$ cat src/rtl/reg_ctrl_pkg.sv
// Shared types and default opcodes for the byte-command register controller.
package reg_ctrl_pkg;

  typedef enum logic [2:0] {
    IDLE     = 3'd0,
    WR_ADDR  = 3'd1,
    WR_DATA  = 3'd2,
    RD_ADDR  = 3'd3,
    RD_ISSUE = 3'd4,
    RD_WAIT  = 3'd5,
    TX_SEND  = 3'd6
  } state_e;

  localparam logic [7:0] DEF_CMD_WR = 8'hAA;
  localparam logic [7:0] DEF_CMD_RD = 8'hBB;

endpackage

$ cat src/rtl/reg_cmd_ctrl.sv
// Decodes write/read byte frames into register file strobes; read data goes to TX after a 4-cycle minimum.
// Stalls in TX_SEND while TX_BUSY is high; bytes arriving during a read are dropped with CMD_ERR.
module reg_cmd_ctrl
  import reg_ctrl_pkg::*;
#(
  parameter int                  OP_WIDTH   = 8,
  parameter int                  ADDR       = 4,
  parameter logic [OP_WIDTH-1:0] CMD_WR     = OP_WIDTH'(DEF_CMD_WR),
  parameter logic [OP_WIDTH-1:0] CMD_RD     = OP_WIDTH'(DEF_CMD_RD),
  parameter int                  RD_TIMEOUT = 15
) (
  input  logic                CLK,
  input  logic                RST,
  input  logic [OP_WIDTH-1:0] RX_P_DATA,
  input  logic                RX_D_VLD,
  output logic                WrEn,
  output logic                RdEn,
  output logic [ADDR-1:0]     Address,
  output logic [OP_WIDTH-1:0] WrData,
  input  logic [OP_WIDTH-1:0] RdData,
  input  logic                RdData_VLD,
  output logic [OP_WIDTH-1:0] TX_P_DATA,
  output logic                TX_D_VLD,
  input  logic                TX_BUSY,
  output logic                CMD_ERR,
  output logic                BUSY
);

  localparam int CNT_W = $clog2(RD_TIMEOUT + 1);
  localparam logic [CNT_W-1:0] CNT_MAX  = CNT_W'(RD_TIMEOUT);
  localparam logic [CNT_W-1:0] CNT_LAST = CNT_W'(RD_TIMEOUT - 1);

  state_e              state_q, state_d;
  logic [ADDR-1:0]     addr_q, addr_d;
  logic [OP_WIDTH-1:0] wr_data_q, wr_data_d;
  logic [OP_WIDTH-1:0] tx_data_q, tx_data_d;
  logic                wr_en_q, wr_en_d;
  logic                rd_en_q, rd_en_d;
  logic                tx_vld_q, tx_vld_d;
  logic                cmd_err_q, cmd_err_d;
  logic                busy_q, busy_d;
  logic [CNT_W-1:0]    cnt_q, cnt_d;

  always_comb begin
    state_d   = state_q;
    addr_d    = addr_q;
    wr_data_d = wr_data_q;
    tx_data_d = tx_data_q;
    cnt_d     = cnt_q;
    wr_en_d   = 1'b0;
    rd_en_d   = 1'b0;
    tx_vld_d  = 1'b0;
    cmd_err_d = 1'b0;

    case (state_q)
      IDLE: begin
        if (RX_D_VLD) begin
          if (RX_P_DATA == CMD_WR) begin
            state_d = WR_ADDR;
          end else if (RX_P_DATA == CMD_RD) begin
            state_d = RD_ADDR;
          end else begin
            cmd_err_d = 1'b1;
          end
        end
      end
      WR_ADDR: begin
        if (RX_D_VLD) begin
          addr_d  = RX_P_DATA[ADDR-1:0];
          state_d = WR_DATA;
        end
      end
      WR_DATA: begin
        if (RX_D_VLD) begin
          wr_data_d = RX_P_DATA;
          wr_en_d   = 1'b1;
          state_d   = IDLE;
        end
      end
      RD_ADDR: begin
        // Strobe is registered, so it is raised here to be high throughout RD_ISSUE.
        if (RX_D_VLD) begin
          addr_d  = RX_P_DATA[ADDR-1:0];
          rd_en_d = 1'b1;
          state_d = RD_ISSUE;
        end
      end
      RD_ISSUE: begin
        cmd_err_d = RX_D_VLD;
        cnt_d     = '0;
        state_d   = RD_WAIT;
      end
      RD_WAIT: begin
        cmd_err_d = RX_D_VLD;
        if (cnt_q != CNT_MAX) begin
          cnt_d = cnt_q + 1'b1;
        end
        if (RdData_VLD) begin
          tx_data_d = RdData;
          state_d   = TX_SEND;
        end else if (cnt_q == CNT_LAST) begin
          cmd_err_d = 1'b1;
          state_d   = IDLE;
        end
      end
      TX_SEND: begin
        cmd_err_d = RX_D_VLD;
        if (!TX_BUSY) begin
          tx_vld_d = 1'b1;
          state_d  = IDLE;
        end
      end
      default: state_d = IDLE;
    endcase

    busy_d = (state_d != IDLE);
  end

  always_ff @(posedge CLK) begin
    if (RST) begin
      state_q   <= IDLE;
      addr_q    <= '0;
      wr_data_q <= '0;
      tx_data_q <= '0;
      cnt_q     <= '0;
      wr_en_q   <= 1'b0;
      rd_en_q   <= 1'b0;
      tx_vld_q  <= 1'b0;
      cmd_err_q <= 1'b0;
      busy_q    <= 1'b0;
    end else begin
      state_q   <= state_d;
      addr_q    <= addr_d;
      wr_data_q <= wr_data_d;
      tx_data_q <= tx_data_d;
      cnt_q     <= cnt_d;
      wr_en_q   <= wr_en_d;
      rd_en_q   <= rd_en_d;
      tx_vld_q  <= tx_vld_d;
      cmd_err_q <= cmd_err_d;
      busy_q    <= busy_d;
    end
  end

  assign WrEn      = wr_en_q;
  assign RdEn      = rd_en_q;
  assign Address   = addr_q;
  assign WrData    = wr_data_q;
  assign TX_P_DATA = tx_data_q;
  assign TX_D_VLD  = tx_vld_q;
  assign CMD_ERR   = cmd_err_q;
  assign BUSY      = busy_q;

endmodule

$ cat config.mk
export PLATFORM = sky130hd
export DESIGN_NAME = reg_cmd_ctrl
export DESIGN_NICKNAME = d
export VERILOG_FILES = /design/src/rtl/reg_ctrl_pkg.sv /design/src/rtl/reg_cmd_ctrl.sv
export SDC_FILE = /design/constraint.sdc
export NUM_CORES = 1
export LEC_CHECK = 0
export ABC_AREA = 1
export CAP_MARGIN = 0
export CORE_MARGIN = 2
export CORE_UTILIZATION = 48
export DETAILED_ROUTE_END_ITERATION = 10
export PLACE_DENSITY = 0.91
export SETUP_SLACK_MARGIN = 0.4
export SYNTH_ARGS = -nofsm -noshare
export SYNTH_HDL_FRONTEND = slang
export SYNTH_SLANG_ARGS = --single-unit
export TNS_END_PERCENT = 100
$ cat constraint.sdc
create_clock -name CLK -period 3.37 [get_ports CLK]
set_input_delay 0.674 -clock CLK [delete_from_list [all_inputs] [get_ports CLK]]
set_output_delay 0.674 -clock CLK [all_outputs]
set_load 0.03 [all_outputs]
==> results of run 1 <==
-- routing by layer --
| metal | vias to the layer above | share of wire (%) |
|---|---|---|
| met2 | 36 | 48 |
| met5 | - | 0 |
| met4 | 0 | 2.2 |
| met3 | 9 | 5.6 |
| li1 | 690 | - |
| met1 | 604 | 44 |
-- stage by stage --
stage	power (uW)	instance area (sq um)	hold slack, ps
floorplan	405	1390	456
global placement	436	1840	448
detailed placement	437	1840	456
CTS	652	1900	469
global route	676	1900	488
finish	648	1900	467
-- cell families (layout without fill, tap and decap cells) --
kind of cell / after synthesis / after routing / synth area share (%)
adder cells (fa/ha/maj): 2 / 2 / 1.80
buffers and inverters: 21 / 68 / 6.76
XOR/XNOR: 1 / 1 / 0.631
AO/OA/AOI/OAI: 37 / 37 / 14.6
flip-flops: 32 / 32 / 46.2
AND/OR/NAND/NOR: 88 / 88 / 30.0
-- power by group --
part           total [uW]  switching (uW)  internal, uW
Sequential            379           0.475           379
Clock                 220             117           103
Combinational        48.8            22.6          26.2
-- area by class of cell --
class / count / area [sq um]
Clock buffer: 8 / 58.8
Fill cell: 219 / 858
Inverter: 15 / 57.6
Multi-Input combinational cell: 128 / 653
Sequential cell: 32 / 641
Tap cell: 31 / 38.8
Timing Repair Buffer: 45 / 450
-- sequential cells by signal (all words and copies together), names as in the netlist --
register / count
TX_P_DATA: 8
WrData: 8
Address: 4
cnt_q: 4
state_q: 3
BUSY: 1
CMD_ERR: 1
RdEn: 1
TX_D_VLD: 1
WrEn: 1
-- worst min-delay path by stage --
stage / to / cells after the start / start / slack (ps)
5_1_grt: TX_P_DATA[7]$_SDFFE_PP0P_ / 2 / TX_P_DATA[7]$_SDFFE_PP0P_ / 490
3_5_place_dp: TX_P_DATA[0]$_SDFFE_PP0P_ / 2 / TX_P_DATA[0]$_SDFFE_PP0P_ / 460
4_1_cts: TX_P_DATA[1]$_SDFFE_PP0P_ / 2 / TX_P_DATA[1]$_SDFFE_PP0P_ / 470
3_3_place_gp: TX_P_DATA[2]$_SDFFE_PP0P_ / 2 / TX_P_DATA[2]$_SDFFE_PP0P_ / 450
6_report: TX_P_DATA[0]$_SDFFE_PP0P_ / 2 / TX_P_DATA[0]$_SDFFE_PP0P_ / 470
2_1_floorplan: cnt_q[0]$_SDFFE_PP0P_ / 2 / cnt_q[0]$_SDFFE_PP0P_ / 460
-- synth_stat cells --
master and instances:
ha_1 2, nand2_1 32, nor2_4 3, clkbuf_1 1, inv_1 13, a21oi_2 1, clkinv_2 1, o21ai_0 12
buf_4 1, o21ai_1 1, a31oi_1 1, nand2_4 1, o21bai_1 1, xor2_1 1, nand2_2 4, nand3b_1 1
a21oi_1 18, buf_1 1, nor3_1 6, nand3_1 15, o21ai_2 2, o211ai_1 1, buf_2 2, nand3_4 1
and3_1 1, inv_2 1, dfxtp_1 32, nor2_1 24, buf_6 1
==> impl_metrics.ini, run 1 <==
[layout]
final_cells = 259
layout-drive-gt1-share_pct = 8.77
area_delta_synth_final_pct = 36.9
final_cell_mix = clkdlybuf4s50_1 (45), dfxtp_1 (32), nand2_1 (32)
finish.utilization_pct = 68.9
antenna_cells = 0
layout_commonest_cell = clkdlybuf4s50_1
final_nets = 250

[pwr]
peakVddDrop_mv = 0.318
pwr_density_cell_mw_per_mm2 = 341
p_leak_uw = 0.000747

[placed_design]
dp.final_hpwl_microns = 2400
gp_congestion = 0.831
dp_slack_ps = 1170
dpl.cell_count = 251
io_buffers = 45

[global_routing]
grt_pass1_wl_microns = 5170
grt_max_degree = 17
use_met2_pct = 32.1
met3_usage_pct = 5.13
grt_antenna_before_repair = 0
top_usage_layer = met2
use_met1_pct = 25.2
first_global_vias = 1211
grt_usage_pct = 20.0
overflow = 0

[critical_path]
critPathSlowestCell = clkdlybuf4s50_1
reg2reg_depth = 8
reg2reg_to = BUSY$_SDFF_PP0_
reg2reg_slack_ps = 1810
cp.required_ps = 2700
start_kind = register
arrival_ps = 1370
crit_path_end_kind = output port
rr_startpoint = state_q[2]$_SDFF_PP0_
crit_chain = clkdlybuf4s50_1
crit_fanout = 2
crit_cells = 1
endpoint = WrData[4]
slowest_delay_ps = 680
crit_family = buffers and inverters
path_buf_inv = 1
crit_start = WrData[4]$_SDFFE_PP0P_
criticalPathCategory = reg -> out

[synthesis]
synth_cell_types = 29
synth_top_area_share_pct = 46.2
synth_top_cell_by_area = dfxtp_1
postSynthAreaPerCell_sq_um = 7.67
ys_seq_area_share_pct = 46.2
synthTopCellsByArea = dfxtp_1 (46%), nand2_1 (8.7%), a21oi_1 (6.5%)
syn_area_sq_mm = 0.00139
syn_nets = 204
syn-instance-count = 181
yosys_warnings = 0
ys_ff_latch = 32

[floorplan]
ios = 46
die_area_sq_mm = 0.00334
num_rows = 19
die_w_microns = 57.8
design.core.area_sq_mm = 0.00276
start_util_pct = 50.3
die_height_microns = 57.8

[detailed_routing]
ant_nets = 0
drtIter0Drc = 35
firstDrtPassIters = 4
wirelength_microns = 3130
via_count = 1339
drt-vias-per-instance = 5.17
wl_per_cell_microns = 12.1
route.detailed.drc = 0

[job]
maxCapViolCount = 0

[hold_path]
hold_path.class = reg -> reg

[clocking]
clockRootBuffer = clkbuf_4
path_clk_slew_ps = 90
cts_resized = 0
clk_path_buf_depth = 2
clk_latency_ps = 320
postCtsHoldBufs = 0
clock_sink_count = 32
cts_tree = yes
post_cts_buffers = 0
cts_inserted_buffers = 5
h-tree-depth = 2

[sta]
setup_viol = 0
tightest_slew_ps = 514
period_share_pct = 60.6
hold_viol = 0
report.final.slew_viol_count = 0
rsz0062_at_grt = no
max_slew_margin_pct = 65.6
setup_tns_ps = 0
period_minus_slack_ps = 2040
max_freq_mhz = 490
skew_ps = 9.42
postLayoutSetupSlackWorst_ps = 1330

[status]
status = complete, no violations
Note: power is estimated with default switching activity, not from simulation.
==> run 2: changes to the inputs <==
--- a/config.mk
+++ b/config.mk
@@ -8,9 +8,9 @@
 export ABC_AREA = 1
 export CAP_MARGIN = 0
 export CORE_MARGIN = 2
-export CORE_UTILIZATION = 48
+export CORE_UTILIZATION = 40
 export DETAILED_ROUTE_END_ITERATION = 10
-export PLACE_DENSITY = 0.91
+export PLACE_DENSITY = 0.82
 export SETUP_SLACK_MARGIN = 0.4
 export SYNTH_ARGS = -nofsm -noshare
 export SYNTH_HDL_FRONTEND = slang
==> constraint.sdc (replaced) <==
create_clock -name CLK -period 1.75 [get_ports CLK]
set_input_delay 0.35 -clock CLK [delete_from_list [all_inputs] [get_ports CLK]]
set_output_delay 0.35 -clock CLK [all_outputs]
set_load 0.03 [all_outputs]
==> run 2 against run 1 <==
Cell area up 0.46%. Non-clock buffer count up 8. First-iteration DRC count down 11%. Combinational power up 96%. Global-route usage down 3.1 points. Critical path type unchanged. Critical endpoint is now TX_D_VLD. Largest power group unchanged. Highest routed layer unchanged.
==> impl_metrics.ini, run 2 (synthesis gave the netlist of run 1 again) <==
[critical_path]
crit_fanout = 1
path_buf_inv = 1
cp.required_ps = 1400
crit_chain = clkdlybuf4s15_2
critPathSlowestCell = dfxtp_1
slowest_delay_ps = 320
criticalPathCategory = reg -> out
start_kind = register
crit_path_end_kind = output port
arrival_ps = 930
crit_family = flip-flops

[job]
maxCapViolCount = 0

[global_routing]
grt_usage_pct = 16.9
grt_pass1_wl_microns = 5310
overflow = 0
grt_max_degree = 16
grt_antenna_before_repair = 0
first_global_vias = 1230

[floorplan]
die_area_sq_mm = 0.00396
design.core.area_sq_mm = 0.00334
num_rows = 21
ios = 46
die_height_microns = 62.9
die_w_microns = 62.9
start_util_pct = 41.6

[placed_design]
dp.final_hpwl_microns = 2350
io_buffers = 45
gp_congestion = 0.849
dpl.cell_count = 271

[detailed_routing]
route.detailed.drc = 0
via_count = 1355
drt-vias-per-instance = 4.80
drtIter0Drc = 31
firstDrtPassIters = 4
wl_per_cell_microns = 11.4
ant_nets = 0
wirelength_microns = 3220

[clocking]
cts_inserted_buffers = 5
clk_latency_ps = 330
path_clk_slew_ps = 90
cts_tree = yes
h-tree-depth = 2
clockRootBuffer = clkbuf_4
clock_sink_count = 32
clk_path_buf_depth = 2
postCtsHoldBufs = 0

[status]
status = complete, no violations

[layout]
final_nets = 258
num-fill-cells = 342
layout-drive-gt1-share_pct = 26.3
multiInputGateArea_sq_um = 666
seq_area_sq_um = 643
final_cells = 282
antenna_cells = 0
area_delta_synth_final_pct = 37.5
layout_commonest_cell = nand2_1
finish.utilization_pct = 57.2
final_cell_mix = nand2_1 (31), dfxtp_1 (30), buf_2 (24)

[pwr]
p_leak_uw = 0.000850
pwr_density_cell_mw_per_mm2 = 721
peakVddDrop_mv = 0.463

[sta]
max_slew_margin_pct = 74.0
report.final.slew_viol_count = 0
period_share_pct = 72.9
max_freq_mhz = 784
setup_tns_ps = 0
hold_viol = 0
tightest_slew_ps = 390
skew_ps = 12.3
rsz0062_at_grt = no
period_minus_slack_ps = 1280
setup_viol = 0

[hold_path]
hold_path.class = reg -> reg
==> run 2: per-layer routing <==
layer	global-route usage, %	part of all wire, %
met1	19.1	47
met2	29.4	46
met3	6.31	6.6
met4	5.00	0.62
met5	0	0
==> run 2: stage by stage <==
step / hold slack (ps) / total power [uW] / worst slack [ps] / cell area, sq um
floorplan: 419 / 781 / 574 / 1390
CTS: 465 / 1390 / 390 / 2000
global route: 493 / 1450 / 400 / 1910
detailed placement: 450 / 844 / 109 / 1900
global placement: 447 / 844 / 159 / 1900
finish: 460 / 1380 / 474 / 1910
==> run 2: power by group <==
part / internal (uW) / leakage, uW / total (uW) / switching [uW]
clock network: 298 / 0.0000412 / 550 / 252
registers: 730 / 0.000259 / 731 / 1.03
logic: 51.7 / 0.000549 / 95.7 / 44.0
total: 1080 / 0.000850 / 1380 / 297
==> run 2: final timing paths <==
kind                             startpoint                        end  slack, ps  depth (start not counted)
hold / removal    TX_P_DATA[1]$_SDFFE_PP0P_  TX_P_DATA[1]$_SDFFE_PP0P_        460                          2
setup / recovery        TX_D_VLD$_SDFF_PP0_                   TX_D_VLD        470                          1
hold reg to reg   TX_P_DATA[1]$_SDFFE_PP0P_  TX_P_DATA[1]$_SDFFE_PP0P_        460                          2
setup reg to reg      state_q[2]$_SDFF_PP0_            BUSY$_SDFF_PP0_        480                          8
==> run 2: final cells by class <==
class	count	area share, %
clock buffers	5	1.97
repair buffers	53	21.2
inverters	15	3.02
flip-flops and latches	32	33.7
clock inverters	3	2.23
well taps	46	3.02
multi-input cells	128	34.9
==> run 2: what timing repair did <==
action | 4_1_cts | 5_1_grt
setup endpoints to repair | 25 | 32
pin swaps | 0 | 3
gates resized for setup | 77 | 53
endpoints found under the hold margin | 0 | 0
buffers inserted | 0 | 3
==> run 3: changes to the inputs <==
--- a/config.mk
+++ b/config.mk
@@ -8,9 +8,9 @@
 export ABC_AREA = 1
 export CAP_MARGIN = 0
 export CORE_MARGIN = 2
-export CORE_UTILIZATION = 40
+export CORE_UTILIZATION = 45
 export DETAILED_ROUTE_END_ITERATION = 10
-export PLACE_DENSITY = 0.82
+export PLACE_DENSITY = 0.87
 export SETUP_SLACK_MARGIN = 0.4
 export SYNTH_ARGS = -nofsm -noshare
 export SYNTH_HDL_FRONTEND = slang
==> constraint.sdc (replaced) <==
create_clock -name CLK -period 1.2 [get_ports CLK]
set_input_delay 0.24 -clock CLK [delete_from_list [all_inputs] [get_ports CLK]]
set_output_delay 0.24 -clock CLK [all_outputs]
set_load 0.03 [all_outputs]
==> run 3 against run 2 <==
Non-clock buffer count increased by 43. The run now ends with negative setup slack left. Count of clock-buffer cells in the layout unchanged. First-iteration DRC count increased to 4.2 times the previous value. Core utilization increased by 33 points. Sequential cell count unchanged. Global-route usage increased by 10 points. Clock power increased by 20%. Highest routed layer unchanged. Final cell count increased by 11%. Total power increased by 41%. Wire length increased by 83%.
==> impl_metrics.ini, run 3 (synthesis gave the netlist of run 1 again) <==
[status]
status = finished, violations left
violations = negative setup slack

[sta]
report.final.slew_viol_count = 0
rsz0062_at_grt = yes
skew_ps = 15.9
setup_viol = 12
period_minus_slack_ps = 1340
hold_viol = 0
max_slew_margin_pct = 72.8
max_freq_mhz = 747
period_share_pct = 112
postLayoutSetupSlackWorst_ps = -139
tightest_slew_ps = 406

[critical_path]
rr_startpoint = state_q[2]$_SDFF_PP0_
crit_fanout = 5
crit_path_end_kind = register
reg2reg_depth = 8
criticalPathCategory = reg -> reg
reg2reg_to = BUSY$_SDFF_PP0_
crit_start = state_q[2]$_SDFF_PP0_
cp.required_ps = 1460
start_kind = register
reg2reg_slack_ps = -140
arrival_ps = 1600

[floorplan]
num_rows = 20
design.core.area_sq_mm = 0.00300
ios = 46
die_w_microns = 59.5
die_height_microns = 59.5
die_area_sq_mm = 0.00354
start_util_pct = 46.2

[layout]
layout-drive-gt1-share_pct = 66.1
finish.utilization_pct = 90.2
antenna_cells = 0
final_nets = 302
area_delta_synth_final_pct = 95.2
final_area_sq_mm = 0.00271
final_cell_mix = buf_4 (38), buf_6 (34), dfxtp_2 (25)
num-fill-cells = 124
layout_commonest_cell = buf_4

[pwr]
p_sw_uw = 541
p_leak_uw = 0.00118
intPower_uw = 1390
p_comb_share_pct = 11.4
pwr_density_cell_mw_per_mm2 = 714
peakVddDrop_mv = 0.649
p_seq_share_pct = 54.6
power_frac_clock_pct = 34.0
switching_share_pct = 28.0

[detailed_routing]
route.detailed.drc = 0
drtIter0Drc = 131
via_count = 1745
ant_nets = 0
drt-vias-per-instance = 5.58
wirelength_microns = 5880
wl_per_cell_microns = 18.8
firstDrtPassIters = 4

[hold_path]
hold_path.startpoint = RdData[3]
hold_path.class = in -> reg
hold_end = TX_P_DATA[3]$_SDFFE_PP0P_
worstHoldPathCells = 3

[global_routing]
grt_max_degree = 14
use_met1_pct = 28.8
met3_usage_pct = 7.21
top_usage_layer = met2
first_global_vias = 1569
grt_usage_pct = 27.0
overflow = 0
use_met2_pct = 46.6
grt_pass1_wl_microns = 6980
grt_antenna_before_repair = 0

[clocking]
h-tree-depth = 2
clock_sink_count = 32
cts_inserted_buffers = 5
cts_tree = yes
path_clk_slew_ps = 120
clk_latency_ps = 360
clockRootBuffer = clkbuf_4
clk_path_buf_depth = 2

[placed_design]
dp.final_hpwl_microns = 2510
dpl-instance-area_sq_mm = 0.00200
io_buffers = 45
gp_congestion = 0.836

[job]
maxCapViolCount = 0
run 3: cell types whose count changed in the layout (fill, tap and decap cells not counted), sizes merged:
| cell | change |
|---|---|
| clkinv | +2 |
| bufinv | -1 |
| buf | +44 |
| clkdlybuf4s15 | -1 |
| clkinvlp | -1 |
| inv | +1 |
run 3: layout make-up:
cell class / instances / area [sq um] / area share (%)
Clock buffer: 5 / 37.5 / 1.39
Clock inverter: 3 / 18.8 / 0.693
Inverter: 15 / 66.3 / 2.45
Multi-Input combinational cell: 128 / 902 / 33.3
Sequential cell: 32 / 691 / 25.5
Tap cell: 33 / 41.3 / 1.52
Timing Repair Buffer: 96 / 943 / 34.8
Timing Repair inverter: 1 / 8.76 / 0.323
run 3: power by group through the flow:
stage	Sequential [uW]	Combinational [uW]	Clock [uW]
2_1_floorplan	1090	43.4	0
3_3_place_gp	1090	177	0
3_5_place_dp	1090	177	0
4_1_cts	1060	186	619
5_1_grt	1060	232	679
6_report	1060	220	659
run 3: layer usage:
layer	wire length, microns	up-vias
li1	-	788
met1	2090	823
met2	3050	97
met3	396	37
met4	341	0
met5	0	-
run 3: worst max-delay path, stage by stage, from the launching register on:
cell and delay, ps:
dfxtp_4 410, buf_6 120, nor2_1 50, inv_1 100, nor2_2 60, nor2_4 130, nand2_1 90, o21bai_1 170
nand2_1 100
run 3: worst max-delay path by stage:
stage,slack (ps),to
floorplan,80,BUSY$_SDFF_PP0_
global placement,-260,BUSY$_SDFF_PP0_
detailed placement,-270,BUSY$_SDFF_PP0_
CTS,4,BUSY$_SDFF_PP0_
global route,-300,TX_P_DATA[0]$_SDFFE_PP0P_
finish,-140,BUSY$_SDFF_PP0_
run 3: what timing repair did:
item                                    CTS  global route
gates cloned                              1             0
endpoints found under the setup margin   57            57
pin swaps                                 8            23
hold buffers                              0             0
resized for setup                        81            55
setup buffers                            16            17
run 3: stage by stage:
| stage | setup TNS, ps | setup slack (ps) | std cells | power (uW) | hold WS (ps) |
|---|---|---|---|---|---|
| after floorplan | 0 | 77.1 | 181 | 1130 | 309 |
| after global placement | -3960 | -263 | 271 | 1260 | 448 |
| after detailed placement | -4130 | -267 | 271 | 1260 | 451 |
| after CTS | 0 | 4.27 | 296 | 1860 | 449 |
| after global routing | -1760 | -302 | 313 | 1970 | 482 |
| final | -545 | -139 | 313 | 1930 | 456 |
